File: src/rtl/numf_display_drv.sv
// Shows an 8-bit frequency index in decimal on a 4-digit multiplexed 7-segment display.
// A free-running double-dabble converter feeds display registers that update atomically.
module numf_display_drv #(
    parameter int unsigned REFRESH_DIV = 100000
) (
    input  logic       CLKNEXYS,
    input  logic       MRst,
    input  logic       En,
    input  logic [7:0] numF_i,
    output logic [6:0] seg_o,
    output logic [3:0] an_o,
    output logic       dp_o
);

    localparam int unsigned CntW = $clog2(REFRESH_DIV);
    localparam logic [CntW-1:0] CntMax = CntW'(REFRESH_DIV - 1);

    typedef enum logic [1:0] {StLoad, StShift, StUpdate} state_e;

    state_e          state_q;
    logic [7:0]      shift_q;
    logic [11:0]     bcd_q;
    logic [2:0]      bit_cnt_q;
    logic [3:0]      disp_h_q, disp_t_q, disp_u_q;
    logic [CntW-1:0] refresh_q;
    logic [1:0]      idx_q;

    logic [11:0]     bcd_adj;
    logic [19:0]     dabble;
    logic [11:0]     disp_nxt;
    logic [1:0]      idx_nxt;
    logic            refresh_tc;
    logic [3:0]      an_d;
    logic [6:0]      seg_d;

    function automatic logic [11:0] add3(input logic [11:0] b);
        logic [11:0] r;
        for (int i = 0; i < 3; i++) begin
            r[i*4 +: 4] = (b[i*4 +: 4] >= 4'd5) ? b[i*4 +: 4] + 4'd3 : b[i*4 +: 4];
        end
        return r;
    endfunction

    function automatic logic [6:0] decode(input logic [3:0] d);
        logic [6:0] s;
        case (d)
            4'd0:    s = 7'b1000000;
            4'd1:    s = 7'b1111001;
            4'd2:    s = 7'b0100100;
            4'd3:    s = 7'b0110000;
            4'd4:    s = 7'b0011001;
            4'd5:    s = 7'b0010010;
            4'd6:    s = 7'b0000010;
            4'd7:    s = 7'b1111000;
            4'd8:    s = 7'b0000000;
            4'd9:    s = 7'b0010000;
            default: s = 7'b1111111;
        endcase
        return s;
    endfunction

    always_comb begin
        bcd_adj = add3(bcd_q);
        dabble  = {bcd_adj, shift_q} << 1;
    end

    always_ff @(posedge CLKNEXYS or negedge MRst) begin
        if (!MRst) begin
            state_q   <= StLoad;
            shift_q   <= '0;
            bcd_q     <= '0;
            bit_cnt_q <= '0;
            disp_h_q  <= '0;
            disp_t_q  <= '0;
            disp_u_q  <= '0;
        end else begin
            unique case (state_q)
                StLoad: begin
                    shift_q   <= numF_i;
                    bcd_q     <= '0;
                    bit_cnt_q <= '0;
                    state_q   <= StShift;
                end
                StShift: begin
                    bcd_q     <= dabble[19:8];
                    shift_q   <= dabble[7:0];
                    bit_cnt_q <= bit_cnt_q + 3'd1;
                    if (bit_cnt_q == 3'd7) state_q <= StUpdate;
                end
                StUpdate: begin
                    disp_h_q <= bcd_q[11:8];
                    disp_t_q <= bcd_q[7:4];
                    disp_u_q <= bcd_q[3:0];
                    state_q  <= StLoad;
                end
                default: state_q <= StLoad;
            endcase
        end
    end

    assign refresh_tc = (refresh_q == CntMax);

    always_ff @(posedge CLKNEXYS or negedge MRst) begin
        if (!MRst) begin
            refresh_q <= '0;
            idx_q     <= '0;
        end else begin
            refresh_q <= refresh_tc ? '0 : refresh_q + 1'b1;
            idx_q     <= idx_nxt;
        end
    end

    // Outputs are built from next-state values so anode and segments track idx/disp exactly.
    always_comb begin
        disp_nxt = (state_q == StUpdate) ? bcd_q : {disp_h_q, disp_t_q, disp_u_q};
        idx_nxt  = refresh_tc ? idx_q + 2'd1 : idx_q;
        an_d     = 4'b1111;
        seg_d    = 7'h7F;
        if (En) begin
            case (idx_nxt)
                2'd0: begin
                    an_d  = 4'b1110;
                    seg_d = decode(disp_nxt[3:0]);
                end
                2'd1: begin
                    if (disp_nxt[11:4] != 8'd0) begin
                        an_d  = 4'b1101;
                        seg_d = decode(disp_nxt[7:4]);
                    end
                end
                2'd2: begin
                    if (disp_nxt[11:8] != 4'd0) begin
                        an_d  = 4'b1011;
                        seg_d = decode(disp_nxt[11:8]);
                    end
                end
                default: ;
            endcase
        end
    end

    always_ff @(posedge CLKNEXYS or negedge MRst) begin
        if (!MRst) begin
            an_o  <= 4'b1111;
            seg_o <= 7'h7F;
        end else begin
            an_o  <= an_d;
            seg_o <= seg_d;
        end
    end

    assign dp_o = 1'b1;

endmodule

File: config.mk
export PLATFORM = sky130hd
export DESIGN_NAME = numf_display_drv
export DESIGN_NICKNAME = d
export VERILOG_FILES = /design/src/rtl/numf_display_drv.sv
export SDC_FILE = /design/constraint.sdc
export NUM_CORES = 1
export LEC_CHECK = 0
export CORE_MARGIN = 2
export CORE_UTILIZATION = 55
export DETAILED_ROUTE_END_ITERATION = 12
export HOLD_SLACK_MARGIN = 0.08
export PLACE_DENSITY_LB_ADDON = 0.12
export REMOVE_ABC_BUFFERS = 1
export SLEW_MARGIN = 20
export SYNTH_ARGS = -nofsm -noshare
export SYNTH_HDL_FRONTEND = slang
export SYNTH_SLANG_ARGS = --single-unit
File: constraint.sdc
create_clock -name CLKNEXYS -period 3.4 [get_ports CLKNEXYS]
set_clock_uncertainty 0.05 [all_clocks]
set_input_delay 0.51 -clock CLKNEXYS [delete_from_list [all_inputs] [get_ports CLKNEXYS]]
set_output_delay 0.51 -clock CLKNEXYS [all_outputs]
set_load 0.03 [all_outputs]
==> results of run 1 <==
## layout make-up
class                      count  area (sq um)
clock buffer                   9           124
fill                         560          2480
timing repair buffer          27           248
tap                           80           100
clock inverter                 7          70.1
multi-input combinational    297          1980
sequential                    66          1660
inverter                      24          90.1
## routing by layer
| layer | global-route usage, % | share of wire (%) |
|---|---|---|
| met1 | 30.5 | 46 |
| met2 | 37.0 | 47 |
| met3 | 3.70 | 3.9 |
| met4 | 11.2 | 2.8 |
| met5 | 0 | 0 |
## metrics by stage
stage               power, W  utilization, %  instances  setup WS (ps)
floorplan            0.00157               -        387            346
global placement     0.00181            60.5        494            791
detailed placement   0.00183            60.5        494            709
CTS                  0.00249            63.4        510            684
global route         0.00264            63.4        510            358
finish               0.00248            63.4        510            682
## how the worst max path moves through the flow
stage | slack [ps] | to | depth (start not counted)
after floorplan | 350 | seg_o[5] | 8
after global placement | 790 | seg_o[0] | 8
after detailed placement | 710 | seg_o[0] | 8
after CTS | 680 | seg_o[0] | 8
after global routing | 360 | seg_o[0] | 8
final | 680 | seg_o[0] | 8
## cell families after synthesis
| group | synth area share, % |
|---|---|
| flip-flops | 43.7 |
| AO/OA/AOI/OAI | 15.1 |
| other | 0.0984 |
| XOR/XNOR | 4.37 |
| buffers and inverters | 4.37 |
| AND/OR/NAND/NOR | 17.9 |
| multiplexers | 6.34 |
| adder cells (fa/ha/maj) | 8.21 |
## state kept, by name, indices dropped and copies added, names as in the netlist
register / flops
an_o: 3
bcd_q: 12
bit_cnt_q: 3
disp_h_q: 4
disp_t_q: 4
disp_u_q: 4
idx_q: 2
refresh_q: 17
seg_o: 7
shift_q: 8
state_q: 2
## worst max-delay path: stages, from the launching register on
cell and delay [ps]:
sky130_fd_sc_hd__dfrtp_1 390, sky130_fd_sc_hd__nand2b_1 420, sky130_fd_sc_hd__nand2_1 190, sky130_fd_sc_hd__a21boi_0 540
sky130_fd_sc_hd__inv_1 180, sky130_fd_sc_hd__ha_1 240, sky130_fd_sc_hd__mux2_2 270, sky130_fd_sc_hd__o21ai_0 210
sky130_fd_sc_hd__nand4_1 140
## power by group
| part | total [W] | leakage (nW) | internal [W] | switching [W] |
|---|---|---|---|---|
| clock network | 0.000663 | 0.0990 | 0.000337 | 0.000326 |
| registers | 0.000998 | 0.846 | 0.000912 | 0.0000865 |
| logic | 0.000822 | 1.01 | 0.000332 | 0.000490 |
| total | 0.00248 | 1.95 | 0.00158 | 0.000903 |
## cells in the final DEF, fill, tap and decap left out, drive strengths merged, types with 3 or more instances in the layout
| master | instances |
|---|---|
| a211oi | 4 |
| a21oi | 21 |
| a22o | 8 |
| and2 | 3 |
| and3 | 5 |
| buf | 8 |
| clkbuf | 9 |
| clkdlybuf4s50 | 19 |
| clkinv | 6 |
| dfrtp | 56 |
| dfstp | 10 |
| ha | 25 |
| inv | 23 |
| mux2 | 6 |
| mux2i | 17 |
| nand2 | 48 |
| nand2b | 8 |
| nand3 | 4 |
| nand3b | 3 |
| nand4 | 6 |
| nor2 | 25 |
| nor2b | 6 |
| nor3 | 8 |
| nor4 | 3 |
| o21ai | 38 |
| o221ai | 3 |
| o31ai | 5 |
| or3 | 3 |
| xnor2 | 10 |
| xor2 | 9 |
==> parameters.txt, run 1 <==
Parameter                              Value

Timing
  Max-slew headroom ... 47.6%
  Minimum hold slack ... 172 ps
  Final Max Slew Viols ... 0
  Setup-failing EPs final ... 0
  Period utilisation layout ... 80.0%
  RSZ-0062 raised after global routing ... false
  Total count of hold-check failures in the final report ... 0
  Post-Route Setup TNS ... 0 ps
  Min Clock Period, post-route ... 2720 ps
  Top achievable clock speed ... 0.368 GHz
  Transition time of the tightest slew-check pin ... 786 ps

Clock network
  Maximum buffer depth of the clock tree ... 2
  PostCTS Resize Cnt ... 0
  Clock tree from TritonCTS ... yes
  Postcts setup bufs ... 0
  Clock slew seen by the registers of the worst setup and hold paths ... 80 ps
  Root buffer selected by CTS ... sky130_fd_sc_hd__clkbuf_8
  Deepest level of the CTS H-tree ... 3
  Total CTS buffers ... 9
  Clock network latency to the later pin of the worst-skew pair ... 350 ps
  Post-CTS Hold Fix Bufs ... 0
  Sinks on Clock Net ... 66

Place
  Number of port buffers ... 20
  Cell Area, Placed ... 4090 sq um
  GPL Wtd Cong ... 1.04
  Detailed placer's ending HPWL ... 5780 microns

Logic synthesis
  Area leader, netlist ... sky130_fd_sc_hd__dfrtp_1
  Post-synthesis sequential element count ... 66
  Synth top area share ... 36.8%
  Synth top cells by count ... sky130_fd_sc_hd__dfrtp_1 (56), sky130_fd_sc_hd__nand2_1 (48), sky130_fd_sc_hd__o21ai_0 (35), sky130_fd_sc_hd__ha_1 (25), sky130_fd_sc_hd__nor2_1 (25)
  Mapped cell area ... 3810 sq um
  Share of flip-flops with an asynchronous set or reset ... 100%
  Proportion of synthesized chip area in sequential cells ... 43.7%
  Number of distinct standard cells referenced by the synthesized netlist ... 57
  Cell types occupying the most area after synthesis ... sky130_fd_sc_hd__dfrtp_1 (37%), sky130_fd_sc_hd__ha_1 (8.2%), sky130_fd_sc_hd__dfstp_2 (6.9%), sky130_fd_sc_hd__nand2_1 (4.7%), sky130_fd_sc_hd__o21ai_0 (4.6%)
  Ys flop type ... sky130_fd_sc_hd__dfrtp_1
  Synthesis Warnings ... 0
  Number of enable flip-flop cells after synthesis ... 0
  Most frequent cell after synthesis ... sky130_fd_sc_hd__dfrtp_1
  Cell count after synthesis ... 403
  Per-instance average area after synthesis ... 9.46 sq um

Global route
  Vias in the first global route ... 2784
  All-Layer GR Usage ... 23.1%
  Global-route wire length before repair ... 13500 microns
  Pin count of the biggest net entering global routing ... 41
  GRT Residual Overflow ... 0
  Antenna violations before repair ... 0

Layout
  Final cell area excluding filler cells ... 4280 sq um
  Layout area overhead ... 12.3%
  Post-layout net count ... 461
  Share of final-layout standard cells stronger than drive strength 1 ... 10.5%
  Antenna cells ... 0

Detailed routing
  Detailed-route wire length ... 8030 microns
  First-pass iteration count of the detailed router ... 4
  Routed wire per std cell ... 15.7 microns
  Post-route DRC violation count ... 0
  Ratio of routed vias to standard cells ... 5.84
  Detailed-route via count ... 2976
  Number of routed nets with antenna violations ... 0
  Count of routing violations after the opening detailed-route iteration ... 183

Critical path
  Worst setup SP type ... flip-flop
  Top fanout value on the critical path ... 15
  CP Launch Point ... state_q[0]
  Class of the most critical setup path ... flip-flop to flip-flop
  Register-to-register setup slack ... 680 ps
  Data required time at the worst endpoint ... 3610 ps
  Critical path data arrival time ... 2930 ps
  Endpoint of the worst register-to-register path ... seg_o[0]
  CP Capture Type ... flip-flop
  R2R Path Start ... state_q[0]
  Cells on worst reg2reg path ... 8

Die
  Placement row count ... 30
  Vert. Die Dim ... 87.2 microns
  Top-level I/O count ... 23
  Horizontal extent of the die ... 87.2 microns
  Area inside the core boundary ... 6760 sq um
  Die footprint ... 7610 sq um
  Initial core utilization ... 56.4%

Worst hold path
  Worst hold path class ... primary input to asynchronous set/reset pin

Power and ir drop
  Power density normalized to cell area ... 580 nW/um^2
  Worst voltage drop across the vdd grid ... 0.273 mV
  Leak ... 1.95 nW

Run status
  Result of the run ... finished clean

Run
  Reported max-cap violation count ... 0
No activity file was read; power rests on OpenSTA's default activity.
==> run 2, diff against run 1 <==
Clock period 3.4 ns to 2.7 ns, I/O delays scaled along.
==> run 2 against run 1 <==
Net effect: sequential power grew 26%; final area grew 2.3%; flip-flop and latch count is the same; critical path depth shrank 4; die area is the same; fmax grew 9.8%; sequential share of layout area shrank 0.86 points; first-iteration DRC count shrank 10%; critical endpoint is now seg_o[2]; largest power group unchanged.
==> parameters.txt, run 2 (synthesized netlist as in run 1, its figures left out) <==
Parameter                              Value

Run status
  Result of the run ... finished clean

Detailed routing
  Count of routing violations after the opening detailed-route iteration ... 164 (-10%)
  Detailed-route via count ... 2994 (+0.60%)
  Post-route DRC violation count ... 0 (unchanged)
  Ratio of routed vias to standard cells ... 5.77 (-1.1%)
  First-pass iteration count of the detailed router ... 4 (unchanged)
  Detailed-route wire length ... 7900 microns (-1.6%)
  Number of routed nets with antenna violations ... 0 (unchanged)
  Routed wire per std cell ... 15.2 microns (-3.3%)

Clock network
  Root buffer selected by CTS ... sky130_fd_sc_hd__clkbuf_8
  Clock tree from TritonCTS ... yes
  Clock slew seen by the registers of the worst setup and hold paths ... 70 ps (about the same)
  Total CTS buffers ... 9 (unchanged)
  Sinks on Clock Net ... 66 (unchanged)
  Clock network latency to the later pin of the worst-skew pair ... 350 ps (about the same)
  Deepest level of the CTS H-tree ... 3 (unchanged)
  Postcts setup bufs ... 0 (unchanged)
  Maximum buffer depth of the clock tree ... 2 (unchanged)

Die
  Vert. Die Dim ... 87.2 microns (unchanged)
  Initial core utilization ... 56.4% (unchanged)
  Top-level I/O count ... 23 (unchanged)
  Placement row count ... 30 (unchanged)
  Area inside the core boundary ... 6760 sq um (unchanged)
  Horizontal extent of the die ... 87.2 microns (unchanged)
  Die footprint ... 7610 sq um (unchanged)

Power and ir drop
  Power density normalized to cell area ... 718 nW/um^2 (+24%)
  Overall power of the completed layout ... 0.00314 W (+27%)
  Leak ... 2.01 nW (+3.2%)
  Worst voltage drop across the vdd grid ... 0.442 mV (+62%)

Timing
  Final Max Slew Viols ... 0 (unchanged)
  Max-slew headroom ... 62.2% (+15 points)
  Setup-failing EPs final ... 0 (unchanged)
  Total count of hold-check failures in the final report ... 0 (unchanged)
  Minimum hold slack ... 424 ps (+252 ps)
  Period utilisation layout ... 91.7% (+12 points)
  Min Clock Period, post-route ... 2480 ps (-242 ps)
  Transition time of the tightest slew-check pin ... 567 ps (-219 ps)
  RSZ-0062 raised after global routing ... false
  Top achievable clock speed ... 0.404 GHz (+9.8%)

Critical path
  Crit path top cell by count ... sky130_fd_sc_hd__or4_4
  Kind of cell adding the most delay to the critical path ... simple AND/OR/NAND/NOR gates
  Buffers and inverters on the worst path ... 0 (-1)
  Critical path data arrival time ... 2660 ps (-270 ps)
  Worst setup SP type ... flip-flop
  Largest stage delay on the critical path ... 590 ps (+50 ps)
  Sequence of cells on the critical path ... or4_4 > or4_4 > mux2_4 > o311ai_1
  Critical-path top delay cell ... sky130_fd_sc_hd__or4_4
  Class of the most critical setup path ... flip-flop to flip-flop
  Data required time at the worst endpoint ... 2880 ps (-730 ps)
  CP Capture Type ... flip-flop
  Top fanout value on the critical path ... 6 (-9)

Place
  GPL Wtd Cong ... 1.01 (-2.3%)
  Detailed placer's ending HPWL ... 5720 microns (-1.0%)
  Cell Area, Placed ... 4170 sq um (+2.0%)
  Number of port buffers ... 20 (unchanged)
  # placed instances ... 503 (+1.8%)

Layout
  Post-layout net count ... 471 (+2.2%)
  Final cell area excluding filler cells ... 4380 sq um (+2.3%)
  Layout area overhead ... 14.8%
  Number of standard cells in the layout, taps in and fillers out ... 519 (+1.8%)
  Most frequent cells in the layout ... sky130_fd_sc_hd__dfrtp_1 (56), sky130_fd_sc_hd__nand2_1 (48), sky130_fd_sc_hd__o21ai_0 (35)
  Share of final-layout standard cells stronger than drive strength 1 ... 12.3% (+1.8 points)
  FF+latch area ... 1660 sq um (unchanged)
  Number of flip-flops under the largest register name ... 17 (unchanged)
  Area of the multi-input gates ... 2000 sq um (+0.76%)
  Filler cells ... 544 (-2.9%)
  Antenna cells ... 0 (unchanged)
  Largest registers ranked by flip-flop count ... refresh_q (17), bcd_q (12), shift_q (8)
  Biggest register ... refresh_q
  Leading cell type in the layout, fill and taps excluded ... sky130_fd_sc_hd__dfrtp_1

Worst hold path
  Worst hold path class ... flip-flop to flip-flop

Global route
  Antenna violations before repair ... 0 (unchanged)
  Vias in the first global route ... 2829 (+1.6%)
  All-Layer GR Usage ... 22.9% (-0.14 points)
  Pin count of the biggest net entering global routing ... 43 (+4.9%)
  Global-route wire length before repair ... 13500 microns (+0.20%)
  GRT Residual Overflow ... 0 (unchanged)

Run
  Reported max-cap violation count ... 0 (unchanged)
[run 2: path summary, 6_finish.rpt]
| check | start | endpoint | slack (ps) | cells after the start |
|---|---|---|---|---|
| worst max-delay path | refresh_q[8] | seg_o[2] | 220 | 4 |
| worst min-delay path | disp_h_q[1] | disp_h_q[1] | 420 | 2 |
| worst max register to register | refresh_q[8] | seg_o[2] | 220 | 4 |
| worst min register to register | disp_h_q[1] | disp_h_q[1] | 420 | 2 |
| max in group asynchronous | MRst | refresh_q[16] | 1450 | 3 |
| min in group asynchronous | MRst | bcd_q[11] | 520 | 2 |
[run 2: worst reg2reg max path, delay by kind of cell (launching register included)]
| family | cells | cell delay [ps] |
|---|---|---|
| AND/OR/NAND/NOR | 2 | 1150 |
| flip-flops | 1 | 410 |
| AO/OA/AOI/OAI | 1 | 370 |
| multiplexers | 1 | 360 |
[run 2: cell type report]
type                    instances  share of cell area [%]
well taps                      80                    2.29
flip-flops and latches         66                    38.0
repair buffers                 37                    7.72
inverters                      24                    2.06
multi-input cells             297                    45.7
clock inverters                 3                   0.915
clock buffers                  12                    3.32
[run 2: stage by stage]
stage          setup TNS (ps)  setup WS, ps  util [%]
2_1_floorplan           -2030          -354         -
3_3_place_gp                0           140      61.7
3_5_place_dp                0           156      61.7
4_1_cts                     0           132      64.6
5_1_grt                     0          6.27      64.8
6_report                    0           223      64.8
[run 2: report_power, final]
| part | total, W | internal (W) | switching [W] |
|---|---|---|---|
| Combinational | 0.00106 | 0.000451 | 0.000612 |
| Sequential | 0.00126 | 0.00115 | 0.000108 |
| Clock | 0.000822 | 0.000444 | 0.000377 |
| Total | 0.00314 | 0.00204 | 0.00110 |
[run 2: what timing repair did]
item / CTS / global route
resized for setup: 0 / 4
setup endpoints to repair: 0 / 3
hold buffers: 1 / 0
endpoints found under the hold margin: 14 / 0
[run 2: layer usage]
layer / share of wire, % / track usage (%)
met5: 0 / 0
met4: 2.0 / 9.79
met3: 3.6 / 4.08
met2: 47 / 36.2
met1: 48 / 31.1
